--- src/rtl/stopwatch_core.sv ---
// -----------------------------------------------------------------------------
// stopwatch_core
//   Centisecond stopwatch counting MM:SS.CC in BCD, advanced by a 100 Hz level
//   (tick_in) sampled in the clkin domain. A three-state FSM (IDLE/RUN/STOP)
//   is driven by one-cycle command pulses. The count saturates at 59:59.99,
//   raising a sticky overflow flag and stopping the watch.
//
//   Optional feature: define STOPWATCH_LAP_EN to enable the lap display hold.
//   A lap pulse in RUN freezes the displayed digits while counting continues;
//   a second lap pulse, a clear into IDLE or reset releases the hold.
//
// Ports
//   clkin      in   1  system clock, rising edge
//   rst_n      in   1  asynchronous active-low reset
//   tick_in    in   1  100 Hz square wave, treated as a level
//   start_stop in   1  command pulse: IDLE/STOP -> RUN, RUN -> STOP
//   clear      in   1  command pulse: STOP -> IDLE with count zeroed
//   lap        in   1  command pulse: toggles display hold (lap build only)
//   running    out  1  high while in RUN
//   cs_bcd     out  8  centiseconds, BCD 00-99
//   sec_bcd    out  8  seconds, BCD 00-59
//   min_bcd    out  8  minutes, BCD 00-59
//   overflow   out  1  sticky: count saturated at 59:59.99
// -----------------------------------------------------------------------------
module stopwatch_core (
  input  logic       clkin,
  input  logic       rst_n,
  input  logic       tick_in,
  input  logic       start_stop,
  input  logic       clear,
  input  logic       lap,
  output logic       running,
  output logic [7:0] cs_bcd,
  output logic [7:0] sec_bcd,
  output logic [7:0] min_bcd,
  output logic       overflow
);

  typedef enum logic [1:0] {
    IDLE = 2'd0,
    RUN  = 2'd1,
    STOP = 2'd2
  } state_t;

  // Count digit packing, most significant first:
  // {min_tens, min_units, sec_tens, sec_units, cs_tens, cs_units}
  localparam logic [23:0] CNT_MAX = 24'h595999;

  state_t      state_q;
  state_t      state_d;
  logic        t1;
  logic        t2;
  logic        tick_pulse;
  logic        adv;
  logic        at_max;
  logic        clr_go;
  logic [23:0] cnt_q;
  logic [23:0] disp;

  // Ripple-carry BCD increment. Sec and min tens digits wrap at 5, all other
  // digits at 9. Using >= on the limit keeps every digit legal even from an
  // out-of-range value.
  function automatic logic [23:0] bcd_inc(input logic [23:0] c);
    logic [23:0] r;
    logic        carry;
    logic [3:0]  lim;
    r     = c;
    carry = 1'b1;
    for (int i = 0; i < 6; i++) begin
      lim = (i == 3 || i == 5) ? 4'd5 : 4'd9;
      if (carry) begin
        if (r[i*4 +: 4] >= lim) begin
          r[i*4 +: 4] = 4'd0;
        end else begin
          r[i*4 +: 4] = r[i*4 +: 4] + 4'd1;
          carry       = 1'b0;
        end
      end
    end
    return r;
  endfunction

  // ---- Stage: tick edge detect (t1/t2) ----
  always_ff @(posedge clkin or negedge rst_n) begin
    if (!rst_n) begin
      t1 <= 1'b0;
      t2 <= 1'b0;
    end else begin
      t1 <= tick_in;
      t2 <= t1;
    end
  end

  assign tick_pulse = t1 & ~t2;
  assign adv        = tick_pulse && (state_q == RUN);
  assign at_max     = (cnt_q == CNT_MAX);
  assign clr_go     = (state_q == STOP) && clear;

  // ---- Stage: FSM state register ----
  always_ff @(posedge clkin or negedge rst_n) begin
    if (!rst_n) state_q <= IDLE;
    else        state_q <= state_d;
  end

  // Next state. Saturation and start_stop both leave RUN for STOP, which is
  // also why clear is irrelevant in RUN. In STOP, clear takes priority.
  always_comb begin
    state_d = state_q;
    unique case (state_q)
      IDLE: if (start_stop) state_d = RUN;
      RUN:  if ((adv && at_max) || start_stop) state_d = STOP;
      STOP: begin
        if (clear)           state_d = IDLE;
        else if (start_stop) state_d = RUN;
      end
      default: state_d = IDLE;
    endcase
  end

  always_comb begin
    running = (state_q == RUN);
  end

  // ---- Stage: count and overflow registers ----
  always_ff @(posedge clkin or negedge rst_n) begin
    if (!rst_n) begin
      cnt_q    <= '0;
      overflow <= 1'b0;
    end else if (clr_go) begin
      cnt_q    <= '0;
      overflow <= 1'b0;
    end else if (adv) begin
      if (at_max) overflow <= 1'b1;
      else        cnt_q    <= bcd_inc(cnt_q);
    end
  end

`ifdef STOPWATCH_LAP_EN
  logic        hold_q;
  logic [23:0] snap_q;

  // ---- Stage: lap hold and snapshot ----
  // The snapshot takes the pre-edge count, i.e. what the display showed when
  // lap was pressed.
  always_ff @(posedge clkin or negedge rst_n) begin
    if (!rst_n) begin
      hold_q <= 1'b0;
      snap_q <= '0;
    end else if (clr_go) begin
      hold_q <= 1'b0;
    end else if (lap && (state_q == RUN)) begin
      hold_q <= ~hold_q;
      if (!hold_q) snap_q <= cnt_q;
    end
  end

  assign disp = hold_q ? snap_q : cnt_q;
`else
  logic unused_lap;
  assign unused_lap = lap;
  assign disp       = cnt_q;
`endif

  assign cs_bcd  = disp[7:0];
  assign sec_bcd = disp[15:8];
  assign min_bcd = disp[23:16];

endmodule

--- config.mk ---
export PLATFORM = sky130hd
export DESIGN_NAME = stopwatch_core
export DESIGN_NICKNAME = d
export VERILOG_FILES = /design/src/rtl/stopwatch_core.sv
export SDC_FILE = /design/constraint.sdc
export NUM_CORES = 1
export LEC_CHECK = 0
export ABC_AREA = 1
export CORE_UTILIZATION = 31
export DETAILED_ROUTE_END_ITERATION = 10
export GPL_TIMING_DRIVEN = 0
export PLACE_DENSITY = 0.51
export RECOVER_POWER = 50
export SLEW_MARGIN = 20
export SYNTH_ARGS = -nofsm -noshare
export SYNTH_HDL_FRONTEND = slang
export SYNTH_SLANG_ARGS = --single-unit
--- constraint.sdc ---
create_clock -name clkin -period 2.2 [get_ports clkin]
set_clock_uncertainty 0.2 [all_clocks]
set_input_delay 0.44 -clock clkin [delete_from_list [all_inputs] [get_ports clkin]]
set_output_delay 0.44 -clock clkin [all_outputs]
set_load 0.02 [all_outputs]
==> impl_metrics.env, run 1 <==
export IMPL_grt_max_degree=30
export IMPL_grt_use_met1=0.175
export IMPL_antennaDiodeCount=0
export IMPL_cts_sinks=29
export IMPL_fmax_mhz=491
export IMPL_layout_drive_gt1_share=0.122
export IMPL_nNetsFinal=293
export IMPL_crit_chain="clkdlybuf4s50_1"
export IMPL_start_util=0.327
export IMPL_ys_warn_count=0
export IMPL_status="complete, but fails checks"
export IMPL_period_minus_slack_ns=2.03
export IMPL_crit_fanout=7
export IMPL_wl_per_cell_um=11.3
export IMPL_num_rows=28
export IMPL_syn_num_nets=256
export IMPL_clockRootBuffer="clkbuf_8"
export IMPL_ys_top_cells_by_area="dfrtp_1, ha_1, nand2_1"
export IMPL_pre_cts_ws_ns=-0.0894
export IMPL_relSlewSlack=-0.0969
export IMPL_hp_class="reg2reg"
export IMPL_clkSlewWorstSetupHoldPaths_ns=0.06
export IMPL_postRouteWirelength_mm=3.90
export IMPL_cts_buffers=5
export IMPL_chipHeight_um=81.7
export IMPL_internal_power_mw=1.11
export IMPL_crit_arrival_ns=1.39
export IMPL_grt_pass1_wl_mm=6.62
export IMPL_p_clk_frac=0.235
export IMPL_violations="capacitance limit, slew limit"
export IMPL_yosys_area_top_type="dfrtp_1"
export IMPL_drc=0
export IMPL_gr_usage_met2=0.203
export IMPL_setup_viol=0
export IMPL_p_leak_nw=1.17
export IMPL_finalHoldViolations=0
export IMPL_die_w_um=81.7
export IMPL_hpwlAfterDp_mm=2.83
export IMPL_met3_usage=0.0389
export IMPL_rsz0062_at_grt="false"
export IMPL_crit_family="buffers and inverters"
export IMPL_clock_path_buffers=2
export IMPL_start_kind="register"
export IMPL_core_area_um2=6030
export IMPL_ios=32
export IMPL_port_buffers=30
export IMPL_drtAntennaViolNets=0
export IMPL_overflow=0
export IMPL_cp_slowest_cell="clkdlybuf4s50_1"
export IMPL_path_class="reg2out"
export IMPL_antenna_found_initial=0
export IMPL_ir_drop_mv=0.343
export IMPL_cp_required_ns=1.56
export IMPL_gp_congestion=0.763
export IMPL_globalRouteTotalUtil=0.132
export IMPL_first_pass_iters=5
export IMPL_swShare=0.391
export IMPL_tns_ns=0
export IMPL_fin_ws_ns=0.165
export IMPL_worstMarginPinSlew_ns=1.65
export IMPL_end_kind="primary output"
export IMPL_period_share=0.925
export IMPL_seq_power_share=0.393
export IMPL_first_iter_violations=67
export IMPL_cellPowerDensity_nw_per_um2=749
export IMPL_fillers=643
export IMPL_crit_buf_inv=1
export IMPL_timing_final_max_slew_violations=30
export IMPL_htree_levels=2
export IMPL_synth_cell_types=30
export IMPL_syn_to_final_growth_pct=23.5
export IMPL_cts_tree="done"
export IMPL_cap_violations=1
export IMPL_pwr_share_comb=0.372
export IMPL_clock_latency_ns=0.28
export IMPL_dieArea_um2=6670
export IMPL_vias_per_cell=4.52
export IMPL_top_usage_layer="met2"
export IMPL_avgSynthCellArea_um2=8.48
export IMPL_cpPeakStageDelay_ns=0.65
export IMPL_synth_ff_latch_count=29
export IMPL_synthCells=232
export IMPL_yosys_area_top_type_share=0.369
export IMPL_switchingPower_mw=0.713
export IMPL_p_total_mw=1.82
export IMPL_synth_seq_area_share=0.369
export IMPL_netlist_area_um2=1970
export IMPL_first_global_vias=1456
export IMPL_vias=1560
export IMPL_post_cts_buffers=0
==> metrics by stage <==
stage	cell area, µm²	util	instances	hold WS, ns
after detailed placement	2360	0.391	337	0.219
final	2430	0.403	345	0.227
after floorplan	1970	-	232	-0.0556
after global placement	2360	0.392	337	0.215
after global routing	2430	0.403	345	0.248
after CTS	2440	0.404	345	0.0329
==> sequential cells by signal, summed over array words and instances, names as in the netlist <==
register,flops
t1,1
state_q,2
cnt_q,24
overflow,1
t2,1
==> metal layers <==
layer  share of wire  vias up
met5               0        -
met4           0.014        0
met3           0.036        6
met2            0.45       26
met1            0.50      720
li1                -      808
==> path summary, 6_finish.rpt <==
check                      cells past startpoint       from          to  slack (ns)
setup / recovery                               1  cnt_q[16]  min_bcd[0]        0.17
min in group asynchronous                      1      rst_n    cnt_q[1]        0.38
hold / removal                                 0         t1          t2        0.23
setup reg to reg                              11  cnt_q[13]   cnt_q[10]        0.21
hold reg to reg                                0         t1          t2        0.23
max in group asynchronous                      1      rst_n   cnt_q[22]        0.47
==> placed cells by master (no fill, tap or decap), drive strengths merged <==
| master | count |
|---|---|
| inv | 29 |
| o21a | 1 |
| a21oi | 4 |
| o211ai | 1 |
| nand2 | 68 |
| dlygate4sd3 | 7 |
| xor2 | 6 |
| clkbuf | 10 |
| nor2 | 32 |
| nand3 | 19 |
| nand3b | 2 |
| xnor2 | 4 |
| dfrtp | 29 |
| nor4 | 1 |
| o21ai | 8 |
| ha | 18 |
| o31ai | 1 |
| buf | 1 |
| a21boi | 1 |
| clkdlybuf4s50 | 21 |
| nand4 | 7 |
==> final cells by class <==
class / instances / area, µm² / share of cell area
buffer: 1 / 11.3 / 0.00463
clock buffer: 8 / 80.1 / 0.0329
inverter: 29 / 111 / 0.0458
multi-input combinational: 173 / 1120 / 0.461
sequential: 29 / 726 / 0.299
tap: 75 / 93.8 / 0.0386
timing repair buffer: 30 / 288 / 0.118
==> cells in the mapped netlist <==
cell type	instances
nor2_1	22
nand3_2	2
nor2_8	2
nor2_4	6
dfrtp_1	29
nand2_8	3
a21boi_1	1
o21ai_0	2
inv_2	1
o31ai_1	1
o21ai_2	3
o211ai_1	1
xor2_1	6
nand2_4	2
xnor2_1	4
inv_4	1
nand2_2	4
inv_1	27
nor2_2	2
nand3b_1	2
a21oi_2	1
nand2_1	59
buf_6	1
o21a_1	1
o21ai_1	3
nand3_1	17
nand4_1	7
a21oi_1	3
nor4_1	1
ha_1	18
==> power by group through the flow <==
stage / Sequential [mW] / Clock (mW) / Combinational [mW]
after floorplan: 0.781 / 0 / 0.405
after global placement: 0.727 / 0 / 0.700
after detailed placement: 0.727 / 0 / 0.701
after CTS: 0.718 / 0.446 / 0.705
after global routing: 0.733 / 0.470 / 0.757
final: 0.716 / 0.428 / 0.678
==> cells by family (layout without fill, tap and decap cells) <==
family / Yosys count / count (layout) / synth area share
AO/OA/AOI/OAI: 16 / 16 / 0.0534
AND/OR/NAND/NOR: 129 / 129 / 0.357
flip-flops: 29 / 29 / 0.369
buffers and inverters: 30 / 68 / 0.0623
adder cells (fa/ha/maj): 18 / 18 / 0.114
XOR/XNOR: 10 / 10 / 0.0445
==> what timing repair did <==
item,in CTS,in global routing
hold buffers,0,0
gates resized for setup,0,2
endpoints found under the setup margin,0,5
Power figures use the tool's default switching activity.
==> run 2: changes to the inputs <==
CORE_UTILIZATION = 35   (was 31)
PLACE_DENSITY = 0.56   (was 0.51)
==> impl_metrics.env, run 2 (synthesized netlist as in run 1, its figures left out) <==
export IMPL_clockRootBuffer="clkbuf_8"
export IMPL_postRouteWirelength_mm=3.85
export IMPL_first_pass_iters=4
export IMPL_vias_per_cell=4.58
export IMPL_start_kind="register"
export IMPL_multi_input_comb_area_um2=1120
export IMPL_rsz0062_at_grt="false"
export IMPL_r2r_cells=11
export IMPL_final_area_um2=2430
export IMPL_first_iter_violations=66
export IMPL_dp_cells=332
export IMPL_path_class="reg2out"
export IMPL_overflow=0
export IMPL_cts_sinks=29
export IMPL_crit_arrival_ns=1.41
export IMPL_largest_reg_flops=24
export IMPL_placed_area_um2=2350
export IMPL_ios=32
export IMPL_crit_chain="clkdlybuf4s50_1"
export IMPL_drtAntennaViolNets=0
export IMPL_htree_levels=2
export IMPL_top_regs="cnt_q: 24 flops, state_q: 2 flops"
export IMPL_relSlewSlack=0.487
export IMPL_cellPowerDensity_nw_per_um2=746
export IMPL_mostFrequentLayoutCells="nand2_1, dfrtp_1, inv_1"
export IMPL_layout_commonest_cell="nand2_1"
export IMPL_hp_class="in2async"
export IMPL_ctsResizeCount=0
export IMPL_period_minus_slack_ns=2.05
export IMPL_first_global_vias=1497
export IMPL_timing_final_max_slew_violations=0
export IMPL_gp_congestion=0.760
export IMPL_stdcell_count=340
export IMPL_cap_violations=0
export IMPL_finalHoldViolations=0
export IMPL_ff_latch_area_um2=726
export IMPL_crit_start="cnt_q[16]"
export IMPL_antennaDiodeCount=0
export IMPL_chipHeight_um=77.0
export IMPL_clkSlewWorstSetupHoldPaths_ns=0.06
export IMPL_crit_buf_inv=1
export IMPL_crit_fanout=7
export IMPL_setup_viol=0
export IMPL_core_area_um2=5270
export IMPL_post_cts_buffers=0
export IMPL_wl_met3_um=163
export IMPL_start_util=0.373
export IMPL_nNetsFinal=293
export IMPL_worstMarginPinSlew_ns=0.770
export IMPL_end_kind="primary output"
export IMPL_vias=1557
export IMPL_dieArea_um2=5930
export IMPL_top_register="cnt_q"
export IMPL_hpwlAfterDp_mm=2.76
export IMPL_p_total_mw=1.81
export IMPL_cpPeakStageDelay_ns=0.65
export IMPL_p_leak_nw=1.18
export IMPL_drc=0
export IMPL_globalRouteTotalUtil=0.146
export IMPL_ir_drop_mv=0.521
export IMPL_fillers=543
export IMPL_num_rows=26
export IMPL_die_w_um=77.0
export IMPL_drt_met1_wl_mm=1.88
export IMPL_fmax_mhz=488
export IMPL_top_layer_used="met4"
export IMPL_r2r_start="cnt_q[9]"
export IMPL_period_share=0.931
export IMPL_port_buffers=30
export IMPL_grt_pass1_wl_mm=6.87
export IMPL_layout_drive_gt1_share=0.130
export IMPL_status="complete, no violations"
export IMPL_hold_buffers=0
export IMPL_cp_required_ns=1.56
export IMPL_cp_depth=1
export IMPL_cts_tree="done"
export IMPL_crit_family="buffers and inverters"
export IMPL_dr_wl_met2_mm=1.76
export IMPL_antenna_found_initial=0
export IMPL_grt_max_degree=30
export IMPL_clock_latency_ns=0.28
export IMPL_cts_buffers=5
export IMPL_cp_slowest_cell="clkdlybuf4s50_1"
export IMPL_final_core_util=0.461
export IMPL_syn_to_final_growth_pct=23.4
export IMPL_wl_per_cell_um=11.3
export IMPL_clock_path_buffers=2
[run 2: cell counts in the layout (fill, tap and decap cells not counted)]
No cell type changed its count.
[run 2: metal layers]
metal,track usage,vias up
li1,-,815
met1,0.195,699
met2,0.232,36
met3,0.0333,7
met4,0.0509,0
met5,0,-
[run 2: power by group]
group | total (mW) | switching, mW | internal, mW
clock | 0.418 | 0.194 | 0.224
sequential | 0.713 | 0.102 | 0.611
combinational | 0.681 | 0.407 | 0.274
total | 1.81 | 0.703 | 1.11
[run 2: per-stage QoR]
step           TNS [ns]  hold WS, ns  setup WS [ns]
2_1_floorplan         0      -0.0556          0.303
3_3_place_gp      -4.39        0.233         -0.145
3_5_place_dp      -1.03        0.236         -0.137
4_1_cts               0       0.0280         0.0598
5_1_grt               0       0.0995         0.0553
6_report              0       0.0335          0.151
[run 2: final timing paths]
path                       slack [ns]          to
setup / recovery                 0.15  min_bcd[0]
hold / removal                   0.03  state_q[1]
setup reg to reg                 0.30    cnt_q[9]
hold reg to reg                  0.24          t2
max in group asynchronous        1.28    cnt_q[8]
min in group clkin               0.24          t2
[run 2: final cells by class]
class,count,share of cell area
Multi-Input combinational cell,173,0.463
Sequential cell,29,0.299
Inverter,29,0.0459
Buffer,1,0.00464
Clock buffer,8,0.0330
Timing Repair Buffer,30,0.119
Tap cell,70,0.0361
